[config.mk]
export PLATFORM = sky130hd
export DESIGN_NAME = lc3_display_uart_tx
export DESIGN_NICKNAME = d
export VERILOG_FILES = /design/src/rtl/lc3_io_pkg.sv /design/src/rtl/lc3_uart_tx_core.sv /design/src/rtl/lc3_display_uart_tx.sv
export SDC_FILE = /design/constraint.sdc
export NUM_CORES = 1
export LEC_CHECK = 0
export ABC_CLOCK_PERIOD_IN_PS = 3500
export CELL_PAD_IN_SITES_DETAIL_PLACEMENT = 1
export CELL_PAD_IN_SITES_GLOBAL_PLACEMENT = 1
export CORE_MARGIN = 5
export CORE_UTILIZATION = 43
export CTS_BUF_LIST = sky130_fd_sc_hd__clkbuf_4 sky130_fd_sc_hd__clkbuf_8
export DETAILED_ROUTE_END_ITERATION = 7
export GPL_ROUTABILITY_DRIVEN = 0
export GPL_TIMING_DRIVEN = 1
export HOLD_SLACK_MARGIN = 0.02
export PLACE_DENSITY = 0.86
export SETUP_SLACK_MARGIN = 0.5
export SYNTH_ARGS = -nofsm -noshare
export SYNTH_HDL_FRONTEND = slang
export SYNTH_HIERARCHICAL = 1
export SYNTH_SLANG_ARGS = --single-unit
[constraint.sdc]
create_clock -name clk -period 3.5 [get_ports clk]
set_input_delay 0.875 -clock clk [delete_from_list [all_inputs] [get_ports clk]]
set_output_delay 0.875 -clock clk [all_outputs]
set_load 0.005 [all_outputs]
[src/rtl/lc3_io_pkg.sv]
// Shared types and register constants for the LC-3 memory-mapped I/O devices.
package lc3_io_pkg;

  typedef enum logic [1:0] {
    IDLE,
    START,
    DATA,
    STOP
  } tx_state_t;

  localparam int          DSR_READY_BIT = 15;
  localparam int          DSR_IE_BIT    = 14;
  localparam logic [15:0] DSR_RESET     = 16'h8000;

endpackage

[src/rtl/lc3_uart_tx_core.sv]
// 8N1 serial transmitter: start bit, eight data bits LSB first, one stop bit.
// o_done is high during the last STOP cycle so the owner can flag ready on the same edge.
module lc3_uart_tx_core
  import lc3_io_pkg::*;
#(
  parameter int BAUD_DIV = 434
) (
  input  logic       clk,
  input  logic       reset,
  input  logic       i_start,
  input  logic [7:0] i_byte,
  output logic       o_busy,
  output logic       o_done,
  output logic       o_tx
);

  localparam int                CNT_W    = (BAUD_DIV > 1) ? $clog2(BAUD_DIV) : 1;
  localparam logic [CNT_W-1:0]  CNT_LAST = CNT_W'(BAUD_DIV - 1);

  tx_state_t        r_state;
  logic [CNT_W-1:0] r_baud_cnt;
  logic [2:0]       r_bit_idx;
  logic [7:0]       r_shift;
  logic             r_tx;

  logic w_baud_last;
  assign w_baud_last = (r_baud_cnt == CNT_LAST);

  // NOTE: every register below uses <= so all next-state terms read pre-edge values.
  always_ff @(posedge clk or negedge reset) begin
    if (!reset) begin
      r_state    <= IDLE;
      r_baud_cnt <= '0;
      r_bit_idx  <= '0;
      r_shift    <= '0;
      r_tx       <= 1'b1;
    end else begin
      case (r_state)
        IDLE: begin
          if (i_start) begin
            r_state    <= START;
            r_shift    <= i_byte;
            r_baud_cnt <= '0;
            r_bit_idx  <= '0;
            r_tx       <= 1'b0;
          end
        end
        START: begin
          if (w_baud_last) begin
            r_state    <= DATA;
            r_baud_cnt <= '0;
            r_bit_idx  <= '0;
            r_tx       <= r_shift[0];
          end else begin
            r_baud_cnt <= r_baud_cnt + 1'b1;
          end
        end
        DATA: begin
          if (w_baud_last) begin
            r_baud_cnt <= '0;
            if (r_bit_idx == 3'd7) begin
              r_state <= STOP;
              r_tx    <= 1'b1;
            end else begin
              // r_shift[0] is on the line; the next bit sits at [1].
              r_bit_idx <= r_bit_idx + 3'd1;
              r_shift   <= r_shift >> 1;
              r_tx      <= r_shift[1];
            end
          end else begin
            r_baud_cnt <= r_baud_cnt + 1'b1;
          end
        end
        STOP: begin
          if (w_baud_last) begin
            r_state    <= IDLE;
            r_baud_cnt <= '0;
          end else begin
            r_baud_cnt <= r_baud_cnt + 1'b1;
          end
        end
        default: begin
          r_state <= IDLE;
          r_tx    <= 1'b1;
        end
      endcase
    end
  end

  assign o_busy = (r_state != IDLE);
  assign o_done = (r_state == STOP) && w_baud_last;
  assign o_tx   = r_tx;

endmodule

[src/rtl/lc3_display_uart_tx.sv]
// LC-3 display device: DSR/DDR registers, store accept logic and interrupt request,
// with each accepted DDR store sent as one serial frame on TX.
module lc3_display_uart_tx
  import lc3_io_pkg::DSR_READY_BIT;
  import lc3_io_pkg::DSR_IE_BIT;
  import lc3_io_pkg::DSR_RESET;
#(
  parameter int BAUD_DIV = 434
) (
  input  logic        clk,
  input  logic        reset,
  input  logic        LD_DDR,
  input  logic        LD_DSR,
  input  logic [15:0] DATA,
  output logic [15:0] DDR,
  output logic [15:0] DSR,
  output logic        DSP_INT,
  output logic        TX
);

  logic [15:0] r_dsr;
  logic [15:0] r_ddr;

  logic w_accept;
  logic w_busy;
  logic w_done;
  logic w_tx;
  logic w_unused_data;

  // Ready and the transmitter's idle state always agree; both are checked for robustness.
  assign w_accept      = LD_DDR && r_dsr[DSR_READY_BIT] && !w_busy;
  assign w_unused_data = DATA[15];

  always_ff @(posedge clk or negedge reset) begin
    if (!reset) begin
      r_dsr <= DSR_RESET;
      r_ddr <= 16'h0000;
    end else begin
      if (LD_DSR) begin
        r_dsr[DSR_IE_BIT:0] <= DATA[DSR_IE_BIT:0];
      end
      if (w_accept) begin
        r_ddr                <= {8'h00, DATA[7:0]};
        r_dsr[DSR_READY_BIT] <= 1'b0;
      end else if (w_done) begin
        r_dsr[DSR_READY_BIT] <= 1'b1;
      end
    end
  end

  lc3_uart_tx_core #(
    .BAUD_DIV (BAUD_DIV)
  ) u_tx_core (
    .clk     (clk),
    .reset   (reset),
    .i_start (w_accept),
    .i_byte  (DATA[7:0]),
    .o_busy  (w_busy),
    .o_done  (w_done),
    .o_tx    (w_tx)
  );

  assign DDR     = r_ddr;
  assign DSR     = r_dsr;
  assign DSP_INT = r_dsr[DSR_READY_BIT] & r_dsr[DSR_IE_BIT];
  assign TX      = w_tx;

endmodule

Word-level counts from Yosys, hierarchy flattened
Cells that the tools add are included.
{ "word_totals": {"reg_bits": 47, "in_bits": 20, "out_inout_bits": 34, "word_cells": 61} }
{ "classes": {"n_addsub": 2, "n_eq_ne": 11, "mux": 25, "n_bitwise": 1, "reduce_logical": 14} }
{ "ops": {"columns": ["cell", "count"], "rows": [
  ["$mux W8", 3],
  ["$mux W9", 2],
  ["$pmux W9 S2", 1],
  ["$pmux W8 S2", 1],
  ["$mux W3", 4],
  ["$mux W2", 5],
  ["$ne A2 B1 Y1 const B", 5],
  ["$reduce_and A5 Y1", 2],
  ["$add A9 B1 Y9 const B", 1],
  ["$eq A9 B9 Y1 const B", 1],
  ["$pmux W3 S3", 1],
  ["$pmux W2 S4", 1],
  ["$reduce_and A4 Y1", 2],
  ["$mux W1", 6],
  ["$reduce_bool A2 Y1", 3],
  ["$eq A2 B2 Y1 const B", 2],
  ["$add A3 B1 Y3 const B", 1],
  ["$eq A3 B3 Y1 const B", 1],
  ["$logic_and A1 B1 Y1", 3],
  ["$pmux W1 S3", 1],
  ["$reduce_bool A3 Y1", 1],
  ["$reduce_or A3 Y1", 1],
  ["$eq A2 B1 Y1 const B", 1],
  ["$logic_not A2 Y1", 1],
  ["other kinds (3)", 3]
]} }

Logic depth before layout (Yosys ltp)
Gate-level depths: netlist (run 1).
{ "depth": {"depth_word": 5, "depth_mapped": 13, "mapped_depth_nobuf": 9} }

Cells and area by module
The synthesis (run 1) kept the hierarchy.
{ "modules_own_cells": {"columns": ["module", "n_inst", "cells_each", "area_each_um2", "seq_area_each_um2"], "rows": [
  ["lc3_uart_tx_core", 1, 129, 1350.0, 576.8],
  ["lc3_display_uart_tx", 1, 63, 1044.8, 601.8]
]} }

Least setup slack after synthesis (run 1)
Ideal clock, no wire load.
{ "synth_path": {"kind": "register to register", "start": "reg u_tx_core.r_state[0]", "end": "reg u_tx_core.r_shift[2]", "setup_time_ns": 0.123, "arrival_ns": 2.140, "required_time_ns": 3.377, "setup_slack_ns": 1.238, "stages_incl_launch_ff": 14, "path_buffers": 4, "period_less_slack_ns": 2.262, "path_cell_list": "dfrtp_1 > inv_1 > ha_1 > buf_4 > inv_1 > nand3b_1 > buf_6 > inv_1 > nor2b_1 > buf_4 > nor2_1 > and2_1 > buf_4 > o221a_2"} }
{ "synth_between": {"elab_chain_cells": 5, "word_cells_on_any_way": 11, "cone_classes": "eq/ne (4); mux (1); reduce/logical (6)"} }
{ "synth_rtl": {"columns": ["item", "line_no", "text"], "rows": [
  ["start, declared", "lc3_uart_tx_core.sv:20", "tx_state_t r_state;"],
  ["start signal, assigned", "lc3_uart_tx_core.sv:32", "r_state <= IDLE;"],
  ["start signal, assigned", "lc3_uart_tx_core.sv:41", "r_state <= START;"],
  ["start signal, assigned", "lc3_uart_tx_core.sv:50", "r_state <= DATA;"],
  ["$reduce_bool A2 Y1", "lc3_uart_tx_core.sv:90", "assign o_busy = (r_state != IDLE);"],
  ["net w_busy", "lc3_display_uart_tx.sv:25", "logic w_busy;"],
  ["$logic_not A1 Y1", "lc3_display_uart_tx.sv:31", "assign w_accept = LD_DDR && r_dsr[DSR_READY_BIT] && !w_busy;"],
  ["$logic_and A1 B1 Y1", "lc3_display_uart_tx.sv:31", null],
  ["net w_accept", "lc3_display_uart_tx.sv:24", "logic w_accept;"],
  ["$ne A2 B1 Y1 (no line)", null, null],
  ["$reduce_and A4 Y1 (no line)", null, null],
  ["end signal, assigned", "lc3_uart_tx_core.sv:42", "r_shift <= i_byte;"],
  ["end signal, assigned", "lc3_uart_tx_core.sv:67", "r_shift <= r_shift >> 1;"],
  ["end, declared", "lc3_uart_tx_core.sv:23", "logic [7:0] r_shift;"]
]} }
The timed path passes the listed nets, and every way through them passes these cells.
A chain may end at the register's enable or synchronous reset.

Worst setup path after layout (run 1)
{ "layout_path": {"start": "reg u_tx_core.r_state[0]", "end": "reg u_tx_core.r_shift[4]"} }
The elaborated chain is that of the path after synthesis.

==> results.sh, run 1 <==
export IMPL_hold_buffers=0
export IMPL_syn_area_per_cell_um2=12.5
export IMPL_netSwitchingPower_w=0.000230
export IMPL_hold_slack_ns=0.507
export IMPL_worst_pin_slew_ns=1.07
export IMPL_synthArstFlopShare_pct=100
export IMPL_setup_viol=0
export IMPL_drt_pass1_iterations=4
export IMPL_power_leakage_nw=1.33
export IMPL_internal_power_w=0.000796
export IMPL_wl_per_cell_um=18.2
export IMPL_swShare_pct=22.4
export IMPL_fin_crit_sh_pct=72.7
export IMPL_crit_type="reg2reg"
export IMPL_power_density_mw_per_mm2=348
export IMPL_final_common_cell="dfrtp_1"
export IMPL_ioPinCount=54
export IMPL_cp_end_kind="flop"
export IMPL_start_util_pct=43.8
export IMPL_cp_required_ns=3.69
export IMPL_hp_class="reg2reg"
export IMPL_drt_iter0_drc=80
export IMPL_drc=0
export IMPL_arrival_ns=2.74
export IMPL_grt_max_degree=48
export IMPL_synthCells=192
export IMPL_ant_nets=0
export IMPL_cts_buffer_depth=2
export IMPL_ctsResizeCount=0
export IMPL_cts_htree_levels=2
export IMPL_ys_warn_count=6
export IMPL_nets=266
export IMPL_die_y_um=84.6
export IMPL_rsz0062_at_grt="no"
export IMPL_viasPerCell=5.42
export IMPL_dp_cells=302
export IMPL_postCtsSetupRepairBufs=0
export IMPL_grt_pass1_vias=1892
export IMPL_clk_pin_slew_ns=0.08
export IMPL_rr_startpoint="u_tx_core/r_state[0]$_DFFE_PN0P_"
export IMPL_pwr_share_seq_pct=55.6
export IMPL_setup_tns_ns=0
export IMPL_wirelength_um=5650
export IMPL_drv_slew=0
export IMPL_startpoint="u_tx_core/r_state[0]$_DFFE_PN0P_"
export IMPL_yosysUniqueCellTypes=46
export IMPL_yosysSeqAreaShare_pct=49.2
export IMPL_synth_top_flop_cell="dfrtp_1"
export IMPL_insertion_delay_ns=0.31
export IMPL_rows=27
export IMPL_final_hold_viol_count=0
export IMPL_hold_start="DSR[11]$_DFFE_PN0P_"
export IMPL_synth_edf_count=0
export IMPL_skew_ns=0.00858
export IMPL_area_growth_synth_to_final_pct=22.9
export IMPL_fmax_ghz=0.393
export IMPL_max_cap_viol_count=0
export IMPL_cts_tree="yes"
export IMPL_fin_cells=310
export IMPL_cp_max_fo=10
export IMPL_overflow=0
export IMPL_layout_common_cells="dfrtp_1 (45), clkdlybuf4s50_1 (43), mux2_4 (18)"
export IMPL_max_slew_margin_pct=28.8
export IMPL_fin_crit_ns=2.55
export IMPL_vdd_drop_max_mv=0.203
export IMPL_netlist_area_mm2=0.00239
export IMPL_cts_buffers=5
export IMPL_status="complete, no violations"
export IMPL_pwr_share_comb_pct=10.3
export IMPL_io_buffer_count=44
export IMPL_track_usage_pct=16.5
export IMPL_antenna_found_initial=0
export IMPL_ys_ff_latch=47
export IMPL_cts_root_buffer="clkbuf_8"
export IMPL_vias=1679
export IMPL_numClockSinks=47
export IMPL_pwr_share_clk_pct=34.2
export IMPL_drive_gt1_share_pct=20.6
export IMPL_start_kind="flop"
export IMPL_num_antenna_cells=0
export IMPL_core_area_mm2=0.00547
export IMPL_fillers=581
export IMPL_die_w_um=84.6
export IMPL_grt_pass1_wl_um=9480
export IMPL_dieArea_mm2=0.00716
export IMPL_dp_hpwl_um=4240
==> metrics by stage <==
step	setup slack [ns]	cell area (µm²)	utilization [%]	total power, W
6_report	0.954	2940	53.8	0.00103
5_1_grt	0.706	2940	53.8	0.00107
4_1_cts	0.960	2940	53.8	0.00104
3_5_place_dp	0.837	2850	52.0	0.000688
3_3_place_gp	0.889	2850	52.0	0.000684
2_1_floorplan	1.24	2420	-	0.000620
==> sequential cells by signal, indices dropped and copies added (netlist names) <==
register              cells
u_tx_core/r_baud_cnt      9
u_tx_core/r_state         2
u_tx_core/r_bit_idx       3
DSR                      16
u_tx_core/r_shift         8
DDR                       8
u_tx_core/o_tx            1
==> synth_stat cells, types with 3 or more instances <==
cell | number | area share (%)
dfrtp_1 | 45 | 47
or3_1 | 8 | 2.1
ha_1 | 9 | 4.7
a21oi_1 | 4 | 0.84
nand4_1 | 3 | 0.78
nor2_1 | 7 | 1.1
nand2_1 | 9 | 1.4
inv_1 | 6 | 0.94
and2_1 | 3 | 0.78
mux2_2 | 6 | 2.8
nand3_1 | 5 | 1.0
mux2_4 | 18 | 11
a21o_1 | 4 | 1.3
o21ai_0 | 10 | 2.1
o221a_2 | 5 | 2.4
buf_4 | 12 | 3.8
==> power groups by stage <==
stage / sequential, W / clock, W / combinational, W
6_report: 0.000570 / 0.000350 / 0.000105
5_1_grt: 0.000573 / 0.000381 / 0.000113
4_1_cts: 0.000570 / 0.000359 / 0.000108
3_5_place_dp: 0.000581 / 0 / 0.000107
3_3_place_gp: 0.000579 / 0 / 0.000105
2_1_floorplan: 0.000581 / 0 / 0.0000384
==> worst max-delay path, cell delays in order (launching register included) <==
cell	delay, ns
dfrtp_1	0.40
inv_1	0.09
ha_1	0.34
inv_1	0.25
nand3b_1	0.16
inv_1	0.08
nor2b_1	0.40
nor2_1	0.12
and2_1	0.27
o221a_2	0.31
==> kinds of logic (layout without fill, tap and decap cells) <==
logic type | Yosys count | in the layout | share of synthesized area, %
simple gates | 49 | 49 | 12.4
flops | 47 | 47 | 49.2
compound gates | 38 | 38 | 12.5
mux | 26 | 26 | 15.0
buf+inv | 22 | 61 | 6.01
fa+ha+maj | 9 | 9 | 4.70
other cells | 1 | 8 | 0.157
==> cell type report <==
class | instances | area, µm² | share of cell area, %
Sequential cell | 47 | 1180 | 40.1
Multi-Input combinational cell | 130 | 1100 | 37.3
Timing Repair Buffer | 47 | 458 | 15.6
Tap cell | 72 | 90.1 | 3.06
Clock inverter | 1 | 5.00 | 0.170
Clock buffer | 7 | 90.1 | 3.06
Inverter | 6 | 22.5 | 0.765
==> layer usage <==
layer	share of wire (%)	track usage, %
met1	41	19.4
met5	0	0
met4	1.8	5.61
met2	53	29.4
met3	4.3	3.93
==> path summary, 6_finish.rpt <==
check,endpoint,depth (start not counted),slack (ns)
min in group asynchronous,DDR[4]$_DFFE_PN0P_,1,0.76
max,u_tx_core/r_shift[4]$_DFFE_PN0P_,9,0.95
max in group asynchronous,DSR[7]$_DFFE_PN0P_,1,2.09
max reg2reg,u_tx_core/r_shift[4]$_DFFE_PN0P_,9,0.95
min reg2reg,DSR[11]$_DFFE_PN0P_,1,0.51
min,DSR[11]$_DFFE_PN0P_,1,0.51
Note: power is estimated with default switching activity, not from simulation.
==> inputs of run 2 (changes only) <==
ABC_CLOCK_PERIOD_IN_PS = 2350   (was 3500)
CORE_UTILIZATION = 41   (was 43)
PLACE_DENSITY = 0.83   (was 0.86)
clock period = 2.35 ns   (was 3.5 ns; I/O delays follow)
==> results.sh, run 2 (synthesis gave the netlist of run 1 again) <==
export IMPL_status="complete, no violations"
export IMPL_area_growth_synth_to_final_pct=36.3
export IMPL_final_common_cell="dfrtp_1"
export IMPL_rows=27
export IMPL_cts_htree_levels=2
export IMPL_clk_pin_slew_ns=0.09
export IMPL_reg2reg_to="u_tx_core/o_tx$_DFFE_PN1P_"
export IMPL_track_usage_pct=17.9
export IMPL_total_power_w=0.00156
export IMPL_layout_common_cells="dfrtp_1 (45), clkdlybuf4s50_1 (39), buf_4 (21)"
export IMPL_overflow=0
export IMPL_setup_tns_ns=0
export IMPL_crit_chain="inv_2 > ha_4 > inv_4 > nand3b_1 > inv_4 > nor2b_4 > buf_6 > nor2_4 > o21ai_0 > mux2_1"
export IMPL_cts_tree="yes"
export IMPL_utilization_pct=58.2
export IMPL_viasPerCell=5.49
export IMPL_drt_iter0_drc=57
export IMPL_cp_end_kind="flop"
export IMPL_cp_required_ns=2.58
export IMPL_grt_max_degree=25
export IMPL_cp_common_cell="inv_4"
export IMPL_reg2reg_depth=10
export IMPL_cp_top_family="flip-flops"
export IMPL_grt_pass1_vias=1995
export IMPL_vias=1816
export IMPL_dp_cells=307
export IMPL_cp_max_fo=3
export IMPL_largest_register_ff_count=16
export IMPL_drt_pass1_iterations=4
export IMPL_fin_crit_ns=1.89
export IMPL_fin_cells=331
export IMPL_max_cap_viol_count=0
export IMPL_wl_per_cell_um=20.0
export IMPL_setup_viol=0
export IMPL_rr_startpoint="u_tx_core/r_state[1]$_DFFE_PN0P_"
export IMPL_drc=0
export IMPL_start_util_pct=42.7
export IMPL_crit_buf_inv=4
export IMPL_core_area_mm2=0.00561
export IMPL_antenna_found_initial=0
export IMPL_die_y_um=86.4
export IMPL_hold_slack_ns=0.134
export IMPL_cts_buffers=5
export IMPL_final_hold_viol_count=0
export IMPL_critPathSlowestCell="dfrtp_1"
export IMPL_slowest_delay_ns=0.41
export IMPL_wirelength_um=6610
export IMPL_crit_path_end="u_tx_core/o_tx$_DFFE_PN1P_"
export IMPL_insertion_delay_ns=0.30
export IMPL_dp_hpwl_um=4470
export IMPL_cts_root_buffer="clkbuf_8"
export IMPL_drv_slew=0
export IMPL_fin_crit_sh_pct=80.5
export IMPL_numClockSinks=47
export IMPL_ioPinCount=54
export IMPL_start_kind="flop"
export IMPL_power_leakage_nw=1.49
export IMPL_crit_type="reg2reg"
export IMPL_skew_ns=0.00869
export IMPL_cts_buffer_depth=2
export IMPL_drive_gt1_share_pct=35.1
export IMPL_r2r_setup_slack_ns=0.46
export IMPL_arrival_ns=2.12
export IMPL_nets=287
export IMPL_grt_pass1_wl_um=10400
export IMPL_io_buffer_count=44
export IMPL_rsz0062_at_grt="yes"
export IMPL_dieArea_mm2=0.00747
export IMPL_ant_nets=0
export IMPL_crit_cells=10
export IMPL_vdd_drop_max_mv=0.394
export IMPL_startpoint="u_tx_core/r_state[1]$_DFFE_PN0P_"
export IMPL_power_density_mw_per_mm2=477
export IMPL_hp_class="in2async"
export IMPL_die_w_um=86.4
export IMPL_num_antenna_cells=0
export IMPL_fmax_ghz=0.528
## run 2: changes by cell type in the layout (fill, tap and decap cells not counted), moves of 3 or more
cell,change
clkdlybuf4s50_1,-4
inv_1,-4
o221a_4,+5
buf_4,+18
ha_1,-5
o221a_2,-5
ha_4,+3
## run 2: how the worst min path moves through the flow
stage / from / depth (start not counted) / slack [ns] / to
3_5_place_dp: reset / 1 / 0.46 / u_tx_core/r_shift[1]$_DFFE_PN0P_
5_1_grt: reset / 1 / 0.15 / DSR[0]$_DFFE_PN0P_
4_1_cts: reset / 1 / 0.13 / DSR[0]$_DFFE_PN0P_
6_report: reset / 1 / 0.13 / DSR[0]$_DFFE_PN0P_
3_3_place_gp: reset / 1 / 0.46 / DDR[2]$_DFFE_PN0P_
2_1_floorplan: reset / 0 / 0.29 / DDR[0]$_DFFE_PN0P_
## run 2: final cells by class
class | instances | area (µm²)
inverters | 6 | 27.5
flip-flops and latches | 47 | 1180
repair buffers | 68 | 616
multi-input cells | 130 | 1250
well taps | 72 | 90.1
clock buffers | 8 | 104
fillers | 592 | 2340
## run 2: stage by stage
stage / area, µm² / worst slack [ns]
finish: 3260 / 0.458
floorplan: 2510 / 0.301
global placement: 2970 / 0.156
CTS: 3160 / 0.430
detailed placement: 2970 / 0.0898
global route: 3260 / 0.371
## run 2: where the power goes
part	switching [W]	leakage, nW	internal [W]
clock	0.000268	0.0549	0.000280
combinational	0.0000566	0.848	0.000104
sequential	0.0000149	0.590	0.000834
total	0.000339	1.49	0.00122
## run 2: timing repair
action,CTS,global route
pin swaps,8,10
hold endpoints to repair,0,0
hold buffers,0,0
setup endpoints to repair,16,15
setup buffers,9,7
gates resized for setup,10,14
## run 2: routing by layer
layer  up-vias  wire [µm]  track usage [%]
met5         -          0                0
met4         0        205             6.66
met3        19        324             3.80
met2        58       3590             31.4
met1       926       2490             21.5
li1        813          -                -
## run 2: worst register-to-register path, cell delays in order (launching register included)
cell and delay, ns:
dfrtp_1 0.41, inv_2 0.10, ha_4 0.17, inv_4 0.04, nand3b_1 0.22, inv_4 0.11
nor2b_4 0.05, buf_6 0.13, nor2_4 0.11, o21ai_0 0.13, mux2_1 0.35
